<file path="config.mk">
export PLATFORM = sky130hd
export DESIGN_NAME = tick_generator
export DESIGN_NICKNAME = d
export VERILOG_FILES = /design/src/rtl/tick_generator_pkg.sv /design/src/rtl/tick_generator_channel.sv /design/src/rtl/tick_generator.sv
export SDC_FILE = /design/constraint.sdc
export NUM_CORES = 1
export LEC_CHECK = 0
export CORE_MARGIN = 4
export CORE_UTILIZATION = 50
export DETAILED_ROUTE_END_ITERATION = 8
export DONT_BUFFER_PORTS = 1
export GPL_TIMING_DRIVEN = 0
export SETUP_SLACK_MARGIN = 0.02
export SLEW_MARGIN = 15
export SYNTH_ARGS = -nofsm -noshare
export SYNTH_HDL_FRONTEND = slang
export SYNTH_HIERARCHICAL = 1
export SYNTH_SLANG_ARGS = --single-unit
</file>
<file path="constraint.sdc">
create_clock -name clk -period 4.1 [get_ports clk]
set_input_delay 0.205 -clock clk [delete_from_list [all_inputs] [get_ports clk]]
set_output_delay 0.205 -clock clk [all_outputs]
set_load 0.05 [all_outputs]
</file>
<file path="src/rtl/tick_generator_pkg.sv">
// Shared mode encodings and width helper for the tick generator channels.
package tick_generator_pkg;

  localparam logic MODE_STROBE = 1'b0;
  localparam logic MODE_SQUARE = 1'b1;

  // Channel index width, never narrower than one bit.
  function automatic int ch_idx_w(input int n);
    return (n > 1) ? $clog2(n) : 1;
  endfunction

endpackage

</file>
<file path="src/rtl/tick_generator_channel.sv">
// One divider channel: counter, active/pending configuration and registered outputs.
module tick_generator_channel
  import tick_generator_pkg::*;
#(
  parameter int   CNT_W    = 21,
  parameter int   DEF_DIV  = 2,
  parameter logic DEF_MODE = 1'b1
) (
  input  logic             clk,
  input  logic             rst_n,
  input  logic             en,
  input  logic             sync_clr,
  input  logic             wr,
  input  logic [CNT_W-1:0] wr_div,
  input  logic             wr_mode,
  output logic             tick_out,
  output logic             tc,
  output logic             busy
);

  logic [CNT_W-1:0] cnt;
  logic [CNT_W-1:0] act_div;
  logic [CNT_W-1:0] pend_div;
  logic             act_mode;
  logic             pend_mode;
  logic             terminal;
  logic             apply;
  logic             mode_chg;
  logic             hold_level;

  assign terminal = en && (act_div != '0) && (cnt == act_div - 1'b1);
  // Pending config lands only where it cannot cut a period short.
  assign apply    = busy && (terminal || !en);
  assign mode_chg = apply && (pend_mode != act_mode);
  // Level kept on non-terminal edges: square holds, strobe returns low.
  assign hold_level = (act_mode == MODE_SQUARE) && !mode_chg && tick_out;

  always_ff @(posedge clk or negedge rst_n) begin
    if (!rst_n) begin
      cnt       <= '0;
      act_div   <= CNT_W'(DEF_DIV);
      pend_div  <= CNT_W'(DEF_DIV);
      act_mode  <= DEF_MODE;
      pend_mode <= DEF_MODE;
      tick_out  <= 1'b0;
      tc        <= 1'b0;
      busy      <= 1'b0;
    end else begin
      if (sync_clr) begin
        cnt      <= '0;
        tc       <= 1'b0;
        tick_out <= 1'b0;
        if (busy) begin
          act_div  <= pend_div;
          act_mode <= pend_mode;
        end
        busy <= 1'b0;
      end else begin
        if (apply) begin
          act_div  <= pend_div;
          act_mode <= pend_mode;
          busy     <= 1'b0;
        end
        if (act_div == '0) begin
          cnt      <= '0;
          tc       <= 1'b0;
          tick_out <= 1'b0;
        end else if (terminal) begin
          cnt <= '0;
          tc  <= 1'b1;
          if (mode_chg)
            tick_out <= 1'b0;
          else if (act_mode == MODE_SQUARE)
            tick_out <= ~tick_out;
          else
            tick_out <= 1'b1;
        end else if (en) begin
          cnt      <= cnt + 1'b1;
          tc       <= 1'b0;
          tick_out <= hold_level;
        end else begin
          cnt      <= apply ? '0 : cnt;
          tc       <= 1'b0;
          tick_out <= hold_level;
        end
      end
      // A write on an apply edge stays pending for the next opportunity.
      if (wr) begin
        pend_div  <= wr_div;
        pend_mode <= wr_mode;
        busy      <= 1'b1;
      end
    end
  end

endmodule

</file>
<file path="src/rtl/tick_generator.sv">
// Multi-channel tick/clock divider; the top only decodes configuration writes.
module tick_generator
  import tick_generator_pkg::*;
#(
  parameter int   NUM_CH   = 4,
  parameter int   CNT_W    = 21,
  parameter int   DEF_DIV  = 2,
  parameter logic DEF_MODE = 1'b1
) (
  input  logic                          clk,
  input  logic                          rst_n,
  input  logic [NUM_CH-1:0]             ch_en,
  input  logic                          sync_clr,
  input  logic                          wr_en,
  input  logic [ch_idx_w(NUM_CH)-1:0]   wr_ch,
  input  logic [CNT_W-1:0]              wr_div,
  input  logic                          wr_mode,
  output logic [NUM_CH-1:0]             tick_out,
  output logic [NUM_CH-1:0]             tc,
  output logic [NUM_CH-1:0]             busy
);

  localparam int IDX_W = ch_idx_w(NUM_CH);

  logic [NUM_CH-1:0] wr_sel;

  for (genvar i = 0; i < NUM_CH; i++) begin : g_ch
    // Indices at or above NUM_CH match no channel and are dropped.
    assign wr_sel[i] = wr_en && (wr_ch == IDX_W'(i));

    tick_generator_channel #(
      .CNT_W   (CNT_W),
      .DEF_DIV (DEF_DIV),
      .DEF_MODE(DEF_MODE)
    ) u_ch (
      .clk     (clk),
      .rst_n   (rst_n),
      .en      (ch_en[i]),
      .sync_clr(sync_clr),
      .wr      (wr_sel[i]),
      .wr_div  (wr_div),
      .wr_mode (wr_mode),
      .tick_out(tick_out[i]),
      .tc      (tc[i]),
      .busy    (busy[i])
    );
  end

endmodule

</file>
==> flow_summary.ini <==
[floorplanning]
pin_count = 44
core_area_um2 = 29600
die_w_um = 181
dieArea_um2 = 32700
start_util_pct = 50.6
placementRows = 63
die_h_um = 181

[setup_path]
path_class = reg -> reg
worst_ep_arrival_time_ns = 4.15
crit_fanout = 10
cp_cell_sequence = inv_1 -> ha_1 -> nor3b_4 -> a21boi_0 -> nor4b_2 -> nand4_1 -> or4_1 -> or4_1 -> buf_2 -> a31o_4 -> buf_6 -> mux2_4
end_kind = register
critPathMaxStageDelay_ns = 0.48
slowest_stage = dfrtp_1
cp.required_ns = 4.52
path_delay_family = simple AND/OR/NAND/NOR gates
setup.worst_path.start_class = register
path_buf_inv = 3
crit_path_frequent_cell = or4_1

[global_route]
antenna_found_initial = 6
grt_max_degree = 273
grt.total_usage_pct = 21.4
grt_pass1_wl_mm = 57.0
grt_pass1_vias = 10200
overflow = 0

[synth]
synth-seq-cells = 272
yosysSeqAreaShare_pct = 45.6
synth.area.top_cells = dfrtp_1, mux2_4, mux2_2, xnor2_1, xor2_1
yosysTopAreaCell = dfrtp_1
netlist_instances = 1317
syn-mean-instance-area_um2 = 11.4
ys_warn_count = 6
synthArstFlopShare_pct = 100
netlist_area_um2 = 15000
ys_types = 75
netlist.area_leader.share_pct = 42.8
synth_nets = 1361
synth-edff-count = 0
ys.flop_type = dfrtp_1

[clocking]
cts_buffer_depth = 3
cts-hold-fix-buffers = 28
cts.clk_slew.worst_paths_ns = 0.06
cts_buffers = 29
cts_tree = done
h-tree-depth = 1
clock_latency_ns = 0.55
clockRootBuffer = clkbuf_16
cts.sinks = 272

[timing]
finalSetupViolCount = 0
skew_ns = 0.0153
drv_slew = 0
rsz0062_at_grt = false
finalHoldViolCount = 272
setup_tns_ns = 0
fin_crit_sh_pct = 91.0
layout_min_cycle_time_ns = 3.73
tightest_slew_ns = 1.08
relSlewSlack_pct = 27.5
whs_ns = -0.635
max_clock_freq_mhz = 268

[drt]
num_vias = 10100
ant_nets = 0
dr.pass1.iters = 5
wl_mm = 35.2
wire_per_inst_um = 19.7
drc_errors = 0
drt_iter0_markers = 536
viasPerCell = 5.66

[placed_design]
dp_hpwl_mm = 24.2
gp_routability_congestion = 0.881
port_buffers = 0
placed_cells = 1707

[cells_and_area]
layout-drive-gt1-share_pct = 21.3
nNetsFinal = 1420
areaGrowthSynthToFinish_pct = 11.4
instances_no_fill = 1791

[power_and_ir_drop]
total_power_w = 0.00844
vdd.ir_drop.worst_uv = 406
p_per_area_nw_per_um2 = 507
power.leakage_nw = 6.83

[outcome]
failed_checks = hold timing
status = finished, violations left

[run]
maxCapViolCount = 0

[hold_path]
min_path_type = in -> async
what timing repair did:
| item | 4_1_cts | 5_1_grt |
|---|---|---|
| endpoints found under the setup margin | 10 | 29 |
| setup buffers | 0 | 0 |
| resized for setup | 1 | 2 |
| hold endpoints to repair | 383 | 272 |
| pin swaps | 0 | 0 |
placed cells by master, fill, tap and decap left out, types with 7 or more instances in the layout:
cell type	Yosys	routed
xor2_1	96	96
nor4_1	18	18
buf_2	13	13
nand3b_1	16	16
a21oi_1	19	19
dfrtp_1	256	256
clkbuf_8	0	9
nand4_1	27	27
nor4_4	7	7
clkbuf_16	0	29
and2_1	7	7
nor3_1	41	41
a31oi_1	12	12
dfstp_2	16	16
nand3_1	43	43
a31o_2	9	9
nor3b_1	19	18
nor2_1	137	137
and3_1	24	24
o21ai_0	14	14
nand2_1	43	43
mux2_2	94	94
or3_1	19	19
dlygate4sd3_1	0	28
mux2_4	77	77
clkbuf_1	22	31
inv_1	27	27
ha_1	12	12
a211oi_1	8	8
or4_1	18	18
xnor2_1	96	96
cells in the mapped netlist, types with 5 or more instances:
| cell | number |
|---|---|
| and3_1 | 24 |
| nor3_1 | 41 |
| and4_1 | 6 |
| buf_12 | 6 |
| or4_1 | 18 |
| nor2b_1 | 6 |
| nand3b_1 | 16 |
| or3_1 | 19 |
| ha_1 | 12 |
| dfstp_2 | 16 |
| and2_1 | 7 |
| xnor2_1 | 96 |
| nor3b_1 | 19 |
| a31oi_1 | 12 |
| dfrtp_1 | 256 |
| o311ai_0 | 6 |
| buf_6 | 6 |
| mux2_2 | 94 |
| nand2_1 | 43 |
| a31o_2 | 9 |
| nor2_1 | 137 |
| nand3_1 | 43 |
| inv_1 | 27 |
| o21ai_0 | 14 |
| nor4_1 | 18 |
| mux2_4 | 77 |
| a21oi_1 | 19 |
| nor4_4 | 7 |
| clkbuf_1 | 22 |
| o211ai_1 | 6 |
| a211oi_1 | 8 |
| nand4_1 | 27 |
| xor2_1 | 96 |
| nor4b_1 | 5 |
| buf_2 | 13 |
through the flow:
| stage | hold slack (ns) | area (um2) | util [%] | worst slack [ns] |
|---|---|---|---|---|
| after floorplan | -0.0906 | 15000 | - | 0.662 |
| after global placement | -0.0771 | 15400 | 52.2 | -0.0482 |
| after detailed placement | -0.0771 | 15400 | 52.2 | -0.107 |
| after CTS | -0.662 | 16600 | 56.3 | 0.137 |
| after global routing | -0.664 | 16700 | 56.4 | 0.0559 |
| final | -0.635 | 16700 | 56.4 | 0.367 |
path summary, 6_finish.rpt:
| check | endpoint | depth (start not counted) | from | slack, ns |
|---|---|---|---|---|
| max | g_ch[3].u_ch/act_div[18] | 12 | g_ch[3].u_ch/act_div[0] | 0.37 |
| min | g_ch[3].u_ch/cnt[0] | 0 | rst_n | -0.63 |
| max reg2reg | g_ch[3].u_ch/act_div[18] | 12 | g_ch[3].u_ch/act_div[0] | 0.37 |
| min reg2reg | g_ch[3].u_ch/act_div[0] | 1 | g_ch[3].u_ch/pend_div[0] | 0.48 |
| max in group asynchronous | g_ch[0].u_ch/act_div[11] | 0 | rst_n | 4.07 |
| min in group clk | g_ch[3].u_ch/pend_div[18] | 2 | wr_ch[0] | 0.07 |
layer usage:
metal | track usage [%] | wire length [um] | vias up
met1 | 30.3 | 16600 | 5063
met2 | 34.6 | 16300 | 152
met4 | 4.92 | 739 | 6
met5 | 0 | 26 | -
li1 | - | - | 4863
met3 | 3.72 | 1610 | 53
state kept, by name (all words and copies together), names as in the netlist:
register	count
g_ch.u_ch/act_div	84
g_ch.u_ch/pend_div	84
g_ch.u_ch/cnt	84
g_ch.u_ch/pend_mode	4
g_ch.u_ch/tc	4
g_ch.u_ch/tick_out	4
g_ch.u_ch/act_mode	4
g_ch.u_ch/busy	4
kinds of logic (layout without fill, tap and decap cells):
kind of cell	count (synthesis)	count (layout)	synth area share, %
other cells	0	3	0
mux	176	176	15.2
fa+ha+maj	12	12	1.00
xor+xnor	192	192	11.2
simple gates	470	470	18.1
compound gates	114	114	5.75
buf+inv	81	162	3.12
flops	272	272	45.6
power breakdown:
part | switching (W) | internal, W
combinational | 0.000965 | 0.00118
sequential | 0.000582 | 0.00321
clock | 0.00105 | 0.00146
final cells by class:
| type | count | area, um2 |
|---|---|---|
| inverter | 27 | 101 |
| clock inverter | 6 | 33.8 |
| fill | 2571 | 12900 |
| sequential | 272 | 6830 |
| buffer | 54 | 365 |
| timing repair buffer | 28 | 280 |
| clock buffer | 47 | 883 |
| tap | 390 | 488 |
| antenna | 3 | 7.51 |
| multi-input combinational | 964 | 7680 |
No activity file was read; power rests on OpenSTA's default activity.
